[config.mk]
export PLATFORM = sky130hd
export DESIGN_NAME = lcd_pixel_source
export DESIGN_NICKNAME = d
export VERILOG_FILES = /design/src/rtl/lcd_pixel_source.sv
export SDC_FILE = /design/constraint.sdc
export NUM_CORES = 1
export LEC_CHECK = 0
export BUFFER_PORTS_ARGS = -buffer_cell sky130_fd_sc_hd__buf_2
export CAP_MARGIN = 20
export CORE_UTILIZATION = 50
export CTS_CLUSTER_DIAMETER = 30
export CTS_CLUSTER_SIZE = 12
export DETAILED_ROUTE_END_ITERATION = 8
export GPL_ROUTABILITY_DRIVEN = 0
export PLACE_DENSITY = 0.71
export SYNTH_ARGS = -nofsm -noshare
export SYNTH_HDL_FRONTEND = slang
export SYNTH_SLANG_ARGS = --single-unit
[constraint.sdc]
create_clock -name i_clk -period 2.2 [get_ports i_clk]
set_input_delay 0.22 -clock i_clk [delete_from_list [all_inputs] [get_ports i_clk]]
set_output_delay 0.22 -clock i_clk [all_outputs]
set_load 0.02 [all_outputs]
[src/rtl/lcd_pixel_source.sv]
// lcd_pixel_source: test-pattern pixel generator for an LCD writer.
// Waits for a rising edge on the panel's tearing-effect (fmark) line, then
// streams one frame column-major (y inner, x outer) under valid/ready flow
// control. Pixel data is decoded combinationally from the scan position, so
// the outputs stay put automatically while the downstream writer stalls.

module lcd_pixel_source #(
    parameter int COLS = 320,
    parameter int ROWS = 240
) (
    input  logic        i_clk,
    input  logic        i_rst_n,
    input  logic        i_enable,
    input  logic [1:0]  i_pattern,
    input  logic [15:0] i_color,
    input  logic        i_lcd_fmark,
    input  logic        i_ready,
    output logic        o_valid,
    output logic [15:0] o_pixel,
    output logic        o_sof,
    output logic        o_eof,
    output logic        o_late,
    output logic [8:0]  o_frame_cnt
);

    // x is at least 9 bits so the bar pattern can always index x[8:6];
    // y is at least 6 bits so the constant 32 is representable for pattern 2.
    localparam int XW = ($clog2(COLS) > 9) ? $clog2(COLS) : 9;
    localparam int YW = ($clog2(ROWS) > 6) ? $clog2(ROWS) : 6;

    localparam logic [XW-1:0] X_LAST = XW'(COLS - 1);
    localparam logic [YW-1:0] Y_LAST = YW'(ROWS - 1);
    localparam logic [XW-1:0] X_ONE  = XW'(1);
    localparam logic [YW-1:0] Y_ONE  = YW'(1);
    localparam logic [YW-1:0] Y_BAND = YW'(32);
    localparam logic [8:0]    F_LAST = 9'(COLS - 1);

    localparam logic [1:0] S_IDLE    = 2'd0;
    localparam logic [1:0] S_WAIT_FM = 2'd1;
    localparam logic [1:0] S_STREAM  = 2'd2;

    logic [1:0]    r_state;
    logic          r_fm_meta;
    logic          r_fm_sync;
    logic          r_fm_prev;
    logic [1:0]    r_fm_live;
    logic [1:0]    r_pattern;
    logic [15:0]   r_color;
    logic [XW-1:0] r_x;
    logic [YW-1:0] r_y;
    logic [8:0]    r_frame_cnt;
    logic          r_late;

    logic          w_fm_rise;
    logic          w_streaming;
    logic          w_last_pix;
    logic [15:0]   w_pattern_pix;

    // Synchronise fmark and track its previous value. The edge detector is
    // held "high" until the synchroniser has been refilled with real samples,
    // so an fmark already high at reset release is not mistaken for an edge.
    always_ff @(posedge i_clk or negedge i_rst_n) begin
        if (!i_rst_n) begin
            r_fm_meta <= 1'b0;
            r_fm_sync <= 1'b0;
            r_fm_live <= 2'b00;
            r_fm_prev <= 1'b1;
        end else begin
            r_fm_meta <= i_lcd_fmark;
            r_fm_sync <= r_fm_meta;
            r_fm_live <= {r_fm_live[0], 1'b1};
            r_fm_prev <= r_fm_live[1] ? r_fm_sync : 1'b1;
        end
    end

    assign w_fm_rise   = r_fm_sync & ~r_fm_prev;
    assign w_streaming = (r_state == S_STREAM);
    assign w_last_pix  = (r_x == X_LAST) && (r_y == Y_LAST);

    // Frame sequencer and scan counters: arm on enable, start on fmark edge,
    // advance one pixel per accepted handshake, return to idle after eof.
    always_ff @(posedge i_clk or negedge i_rst_n) begin
        if (!i_rst_n) begin
            r_state     <= S_IDLE;
            r_pattern   <= 2'd0;
            r_color     <= 16'h0000;
            r_x         <= '0;
            r_y         <= '0;
            r_frame_cnt <= 9'd0;
        end else begin
            case (r_state)
                S_IDLE: begin
                    if (i_enable) begin
                        r_state <= S_WAIT_FM;
                    end
                end
                S_WAIT_FM: begin
                    if (!i_enable) begin
                        r_state <= S_IDLE;
                    end else if (w_fm_rise) begin
                        r_state   <= S_STREAM;
                        r_pattern <= i_pattern;
                        r_color   <= i_color;
                        r_x       <= '0;
                        r_y       <= '0;
                    end
                end
                S_STREAM: begin
                    if (i_ready) begin
                        if (w_last_pix) begin
                            r_state     <= S_IDLE;
                            r_frame_cnt <= (r_frame_cnt == F_LAST) ? 9'd0 : r_frame_cnt + 9'd1;
                        end else if (r_y == Y_LAST) begin
                            r_y <= '0;
                            r_x <= r_x + X_ONE;
                        end else begin
                            r_y <= r_y + Y_ONE;
                        end
                    end
                end
                default: begin
                    r_state <= S_IDLE;
                end
            endcase
        end
    end

    // Flag an fmark edge that arrives while a frame is still being streamed.
    always_ff @(posedge i_clk or negedge i_rst_n) begin
        if (!i_rst_n) begin
            r_late <= 1'b0;
        end else begin
            r_late <= w_fm_rise && w_streaming;
        end
    end

    // Decode the latched pattern at the current scan position.
    always_comb begin
        w_pattern_pix = 16'h0000;
        case (r_pattern)
            2'd0: w_pattern_pix = r_color;
            2'd1: w_pattern_pix = {{5{r_x[8]}}, {6{r_x[7]}}, {5{r_x[6]}}};
            2'd2: begin
                if (r_y < Y_BAND) begin
                    w_pattern_pix = 16'hF800;
                end else if (r_x == XW'(r_frame_cnt)) begin
                    w_pattern_pix = 16'h07E0;
                end
            end
            default: begin
                if (r_x[4] ^ r_y[4]) begin
                    w_pattern_pix = 16'hFFFF;
                end
            end
        endcase
    end

    assign o_valid     = w_streaming;
    assign o_pixel     = w_streaming ? w_pattern_pix : 16'h0000;
    assign o_sof       = w_streaming && (r_x == '0) && (r_y == '0);
    assign o_eof       = w_streaming && w_last_pix;
    assign o_late      = r_late;
    assign o_frame_cnt = r_frame_cnt;

endmodule

; ---- Yosys cells after proc, flatten, opt, wreduce, memory -nomap -nowiden
; Index checks and enable logic that the tools add are counted.
[totals]
ff_bits = 52
output_inout_bits = 29
[classes]
add_sub_neg = 3
order_cmp = 1
muxes = 25
n_bitwise = 3
n_reduce_logical = 15
n_eq_ne = 16
[op_table]
columns = op, count
row1 = $mux 9, 6
row2 = $mux 16, 3
row3 = $pmux 16 s3, 1
row4 = $mux 8, 5
row5 = $add 9x1->9 const B, 2
row6 = $eq 9x9->1 const B, 2
row7 = $pmux 9 s2, 1
row8 = $pmux 8 s2, 1
row9 = $mux 11, 1
row10 = $mux 2, 5
row11 = $ne 2x2->1 const B, 5
row12 = $eq 9x9->1, 1
row13 = $logic_not 9->1, 1
row14 = $add 8x1->8 const B, 1
row15 = $eq 8x8->1 const B, 1
row16 = $logic_not 8->1, 1
row17 = $lt 8x6->1 const B, 1
row18 = $pmux 2 s3, 1
row19 = $reduce_and 3->1, 2
row20 = $reduce_and 6->1, 1
row21 = $logic_and 1x1->1, 5
row22 = $reduce_and 5->1, 1
row23 = $eq 2x1->1 const B, 2
row24 = $eq 2x2->1 const B, 2
row25 = 9 further kinds, 11

; ---- Longest topological paths before layout
[depth]
word_depth = 5
mapped_depth = 7
ltp_nobuf = 5

; ---- Least setup slack after synthesis
; OpenSTA, ideal clock, no wires.
[synth_path]
kind = register to output
startpoint = register r_frame_cnt[6], in the netlist o_frame_cnt[6]
endpoint = output o_pixel[10]
t_arrival_ns = 1.588
t_required_ns = 1.980
path_slack_ns = 0.392
stages_incl_launch_ff = 6
path_cell_list = dfrtp_1 buf_2 xor2_1 nor4_1 nand3_1 a21oi_1
[synth_via]
elab_chain_len = 5
[synth_lines]
columns = element, line_no
row1 = from (decl), 51  ; logic [8:0] r_frame_cnt;
row2 = from (signal assigned), 112  ; r_frame_cnt <= (r_frame_cnt == F_LAST) ? 9'd0 : r_frame_cnt + 9'd1;
row3 = $eq 9x9->1, 146  ; end else if (r_x == XW'(r_frame_cnt)) begin
row4 = $mux 11, 146
row5 = $mux 16, 144  ; if (r_y < Y_BAND) begin
row6 = $pmux 16 s3, 140  ; case (r_pattern)
row7 = $mux 16, 159  ; assign o_pixel = w_streaming ? w_pattern_pix : 16'h0000;
row8 = to (decl), 19  ; output logic [15:0] o_pixel,
; No other way between the ends.

; ---- Final worst setup path
[layout_path]
startpoint = register r_x[8]
endpoint = output o_pixel[9]
[layout_via]
elab_chain_len = 5
[layout_lines]
columns = element, line_no
row1 = from (decl), 49  ; logic [XW-1:0] r_x;
row2 = from (signal assigned), 115  ; r_x <= r_x + X_ONE;
row3 = $eq 9x9->1, 146
row4 = $mux 11, 146
row5 = $mux 16, 144
row6 = $pmux 16 s3, 140
row7 = $mux 16, 159
; No other way between the ends.

==> metrics.md <==
| Metric | Value |
|---|---|
| Status | `finished, final reports clean` |
| Worst Reg-to-Reg Cells | `5` |
| Ys async rst share | `100%` |
| Synth Area per Inst | `9.93 um^2` |
| Worst hold stages | `1` |
| Finished Layout Cells | `437` |
| Largest net degree at the start of global routing | `53` |
| Worst-path clk slew | `0.10 ns` |
| Int Pwr | `1.73 mW` |
| Total gr overflow | `0` |
| Post-route ant nets | `0` |
| Post-synth EDFFs | `0` |
| Slew @ Worst Pin | `0.579 ns` |
| Vias | `2532` |
| Hold Vio Cnt, Final | `0` |
| Req. time, crit path | `1.98 ns` |
| Critical Path Sink Type | `output port` |
| Leakage power | `1.73 nW` |
| Yosys cell types | `52` |
| Sw Share | `25.8%` |
| H-Tree Depth | `2` |
| Full die area | `0.00627 mm^2` |
| #FFs+latches synth | `52` |
| Wire per inst | `15.1 um` |
| DP HPWL | `4640 um` |
| Critical Path Source Type | `flop` |
| Core Rows | `27` |
| Clock tree root driver cell | `clkbuf_8` |
| Gate power share | `18.2%` |
| Drt drc | `0` |
| Crit path DAT | `1.89 ns` |
| Reg2reg end | `o_frame_cnt[0]$_DFFE_PN0P_` |
| Post-synthesis cell area | `0.00298 mm^2` |
| Die W | `79.2 um` |
| Initial core utilization | `52.8%` |
| DRT iter0 DRCs | `170` |
| Core area | `0.00564 mm^2` |
| Switching power | `0.602 mW` |
| Slew Viols, Final | `0` |
| Diode count | `0` |
| Flop pwr share | `49.0%` |
| Worst Hold End | `r_fm_meta$_DFF_PN0_` |
| Seq/Total Area, Yosys | `43.7%` |
| PwrDens | `652 mW/mm^2` |
| Warnings, synthesis | `0` |
| Total negative slack | `0 ns` |
| Top_reg_cell synth | `dfrtp_1` |
| Pre-antenna DRT Iters | `4` |
| CTS tree | `yes` |
| Final setup fails | `0` |
| Post-Layout Inst Area | `0.00358 mm^2` |
| # clock sinks | `52` |
| Worst Hold Slack | `0.0194 ns` |
| Relative slew slack | `61.0%` |
| Port Buffers | `51` |
| CTS Buffer Depth | `2` |
| All-Layer GR Usage | `21.8%` |
| Crit Path Max Fanout | `6` |
| Via count of the first global-routing pass | `2300` |
| Max Fclk | `475 MHz` |
| Hold crit path type | `input port to flop` |
| Share of cells above drive strength 1 | `34.2%` |
| Worst Hold Launch | `i_lcd_fmark` |
| Top Ports | `52` |
| Setup CP Type | `flop to output port` |
| Die height | `79.2 um` |
| Fin crit share | `95.8%` |
| Clock power frac | `32.8%` |
| Pre-CTS WS | `0.161 ns` |
| Global-route wire length before repair | `10700 um` |
| FF-to-FF setup slack | `0.14 ns` |
| Vias/cell | `5.79` |
| Cts bufs inserted | `5` |
| Mapped Nets | `328` |
| Min cycle time layout | `2.11 ns` |
| Max_cap viols | `0` |
| Worst-Skew Late Latency | `0.31 ns` |
| Worst setup margin | `0.0930 ns` |
| Clock Skews | `0.0108 ns` |
| Gate Count Post-Synth | `300` |
| Area Overhead vs Synth | `20.3%` |
| Peak VDD IR | `383 uV` |
| Antenna violations before repair | `0` |
| Nets | `392` |
| Critical R2R Launch | `r_y[1]$_DFFE_PN0P_` |
| DRT Wirelength | `6610 um` |
| Placed insts | `417` |
| DP Area | `0.00333 mm^2` |
cells in the final DEF (no fill, tap or decap), drive strengths merged, types with 7 or more instances in the layout:
| cell type | instances |
|---|---|
| nor3 | 7 |
| nor2b | 10 |
| a21oi | 19 |
| mux2 | 22 |
| o21ai | 17 |
| inv | 9 |
| nand2 | 26 |
| nand3 | 13 |
| nor2 | 13 |
| nor4 | 9 |
| xor2 | 12 |
| buf | 75 |
| dfrtp | 51 |
cell families after synthesis:
| group | after synthesis | share of synthesized area (%) |
|---|---|---|
| adder cells (fa/ha/maj) | 5 | 2.10 |
| XOR/XNOR | 14 | 4.11 |
| other | 1 | 0.126 |
| flip-flops | 52 | 43.7 |
| AND/OR/NAND/NOR | 108 | 20.4 |
| buffers and inverters | 28 | 4.79 |
| multiplexers | 22 | 8.31 |
| AO/OA/AOI/OAI | 70 | 16.5 |
critical path, stage by stage, from the launching register on:
cell and delay (ns):
dfrtp_2 0.46, xor2_1 0.18, nor4_2 0.33, nand3_1 0.12, buf_4 0.17, a21oi_1 0.13, buf_2 0.18
registers in the layout, summed over array words and instances (netlist names):
name and cells:
r_y 8, r_x 9, r_color 16, o_frame_cnt 9
r_fm_prev 1, r_pattern 2, o_late 1, r_fm_sync 1
r_fm_live 2, r_fm_meta 1, r_state 2
power by group through the flow:
stage / combinational (mW) / sequential (mW) / clock, mW
3_3_place_gp: 0.376 / 1.16 / 0
6_report: 0.425 / 1.14 / 0.766
5_1_grt: 0.475 / 1.16 / 0.809
4_1_cts: 0.387 / 1.15 / 0.781
2_1_floorplan: 0.288 / 1.13 / 0
3_5_place_dp: 0.380 / 1.17 / 0
cell type report:
type                    count  area [um^2]
well taps                  72         90.1
clock inverters             2         60.1
repair buffers             76          460
multi-input cells         220         1560
fillers                   466         2060
inverters                   9         33.8
clock buffers               6         72.6
flip-flops and latches     52         1310
cells in the mapped netlist, types with 7 or more instances:
| library cell | number | area share (%) |
|---|---|---|
| dfrtp_1 | 51 | 43 |
| nand2_1 | 26 | 3.3 |
| mux2_2 | 22 | 8.3 |
| a21oi_1 | 19 | 3.2 |
| o21ai_0 | 14 | 2.4 |
| nand3_1 | 13 | 2.2 |
| nor2_1 | 12 | 1.5 |
| xor2_1 | 12 | 3.5 |
| buf_2 | 11 | 1.8 |
| nor2b_1 | 10 | 2.1 |
| inv_1 | 9 | 1.1 |
| nor4_1 | 9 | 1.9 |
| nor3_1 | 7 | 1.2 |
through the flow:
| step | power (mW) | utilization, % |
|---|---|---|
| after detailed placement | 1.55 | 59.0 |
| after CTS | 2.32 | 61.7 |
| after floorplan | 1.41 | - |
| after global routing | 2.44 | 63.5 |
| after global placement | 1.54 | 59.0 |
| final | 2.34 | 63.5 |
layer usage:
metal  up-vias  routed length (um)  GRT usage [%]
met5         -                   0              0
met4         0                  87           7.27
met3        10                 330           3.33
met2        77                3140           36.5
met1      1222                3060           28.6
li1       1223                   -              -
repair_timing:
item	CTS	global route
endpoints found under the setup margin	6	6
setup buffers	1	10
hold buffers	1	0
hold endpoints to repair	51	0
resized for setup	1	9
pin swaps	1	0
worst max-delay path by stage:
stage | from | endpoint | cells past startpoint
after global routing | r_x[8]$_DFFE_PN0P_ | o_pixel[5] | 6
after floorplan | o_frame_cnt[6]$_DFFE_PN0P_ | o_pixel[10] | 5
final | r_x[8]$_DFFE_PN0P_ | o_pixel[9] | 6
after detailed placement | r_y[1]$_DFFE_PN0P_ | o_frame_cnt[1]$_DFFE_PN0P_ | 5
after global placement | r_y[0]$_DFFE_PN0P_ | o_frame_cnt[1]$_DFFE_PN0P_ | 5
after CTS | r_x[8]$_DFFE_PN0P_ | o_pixel[9] | 6
Power figures use the tool's default switching activity.
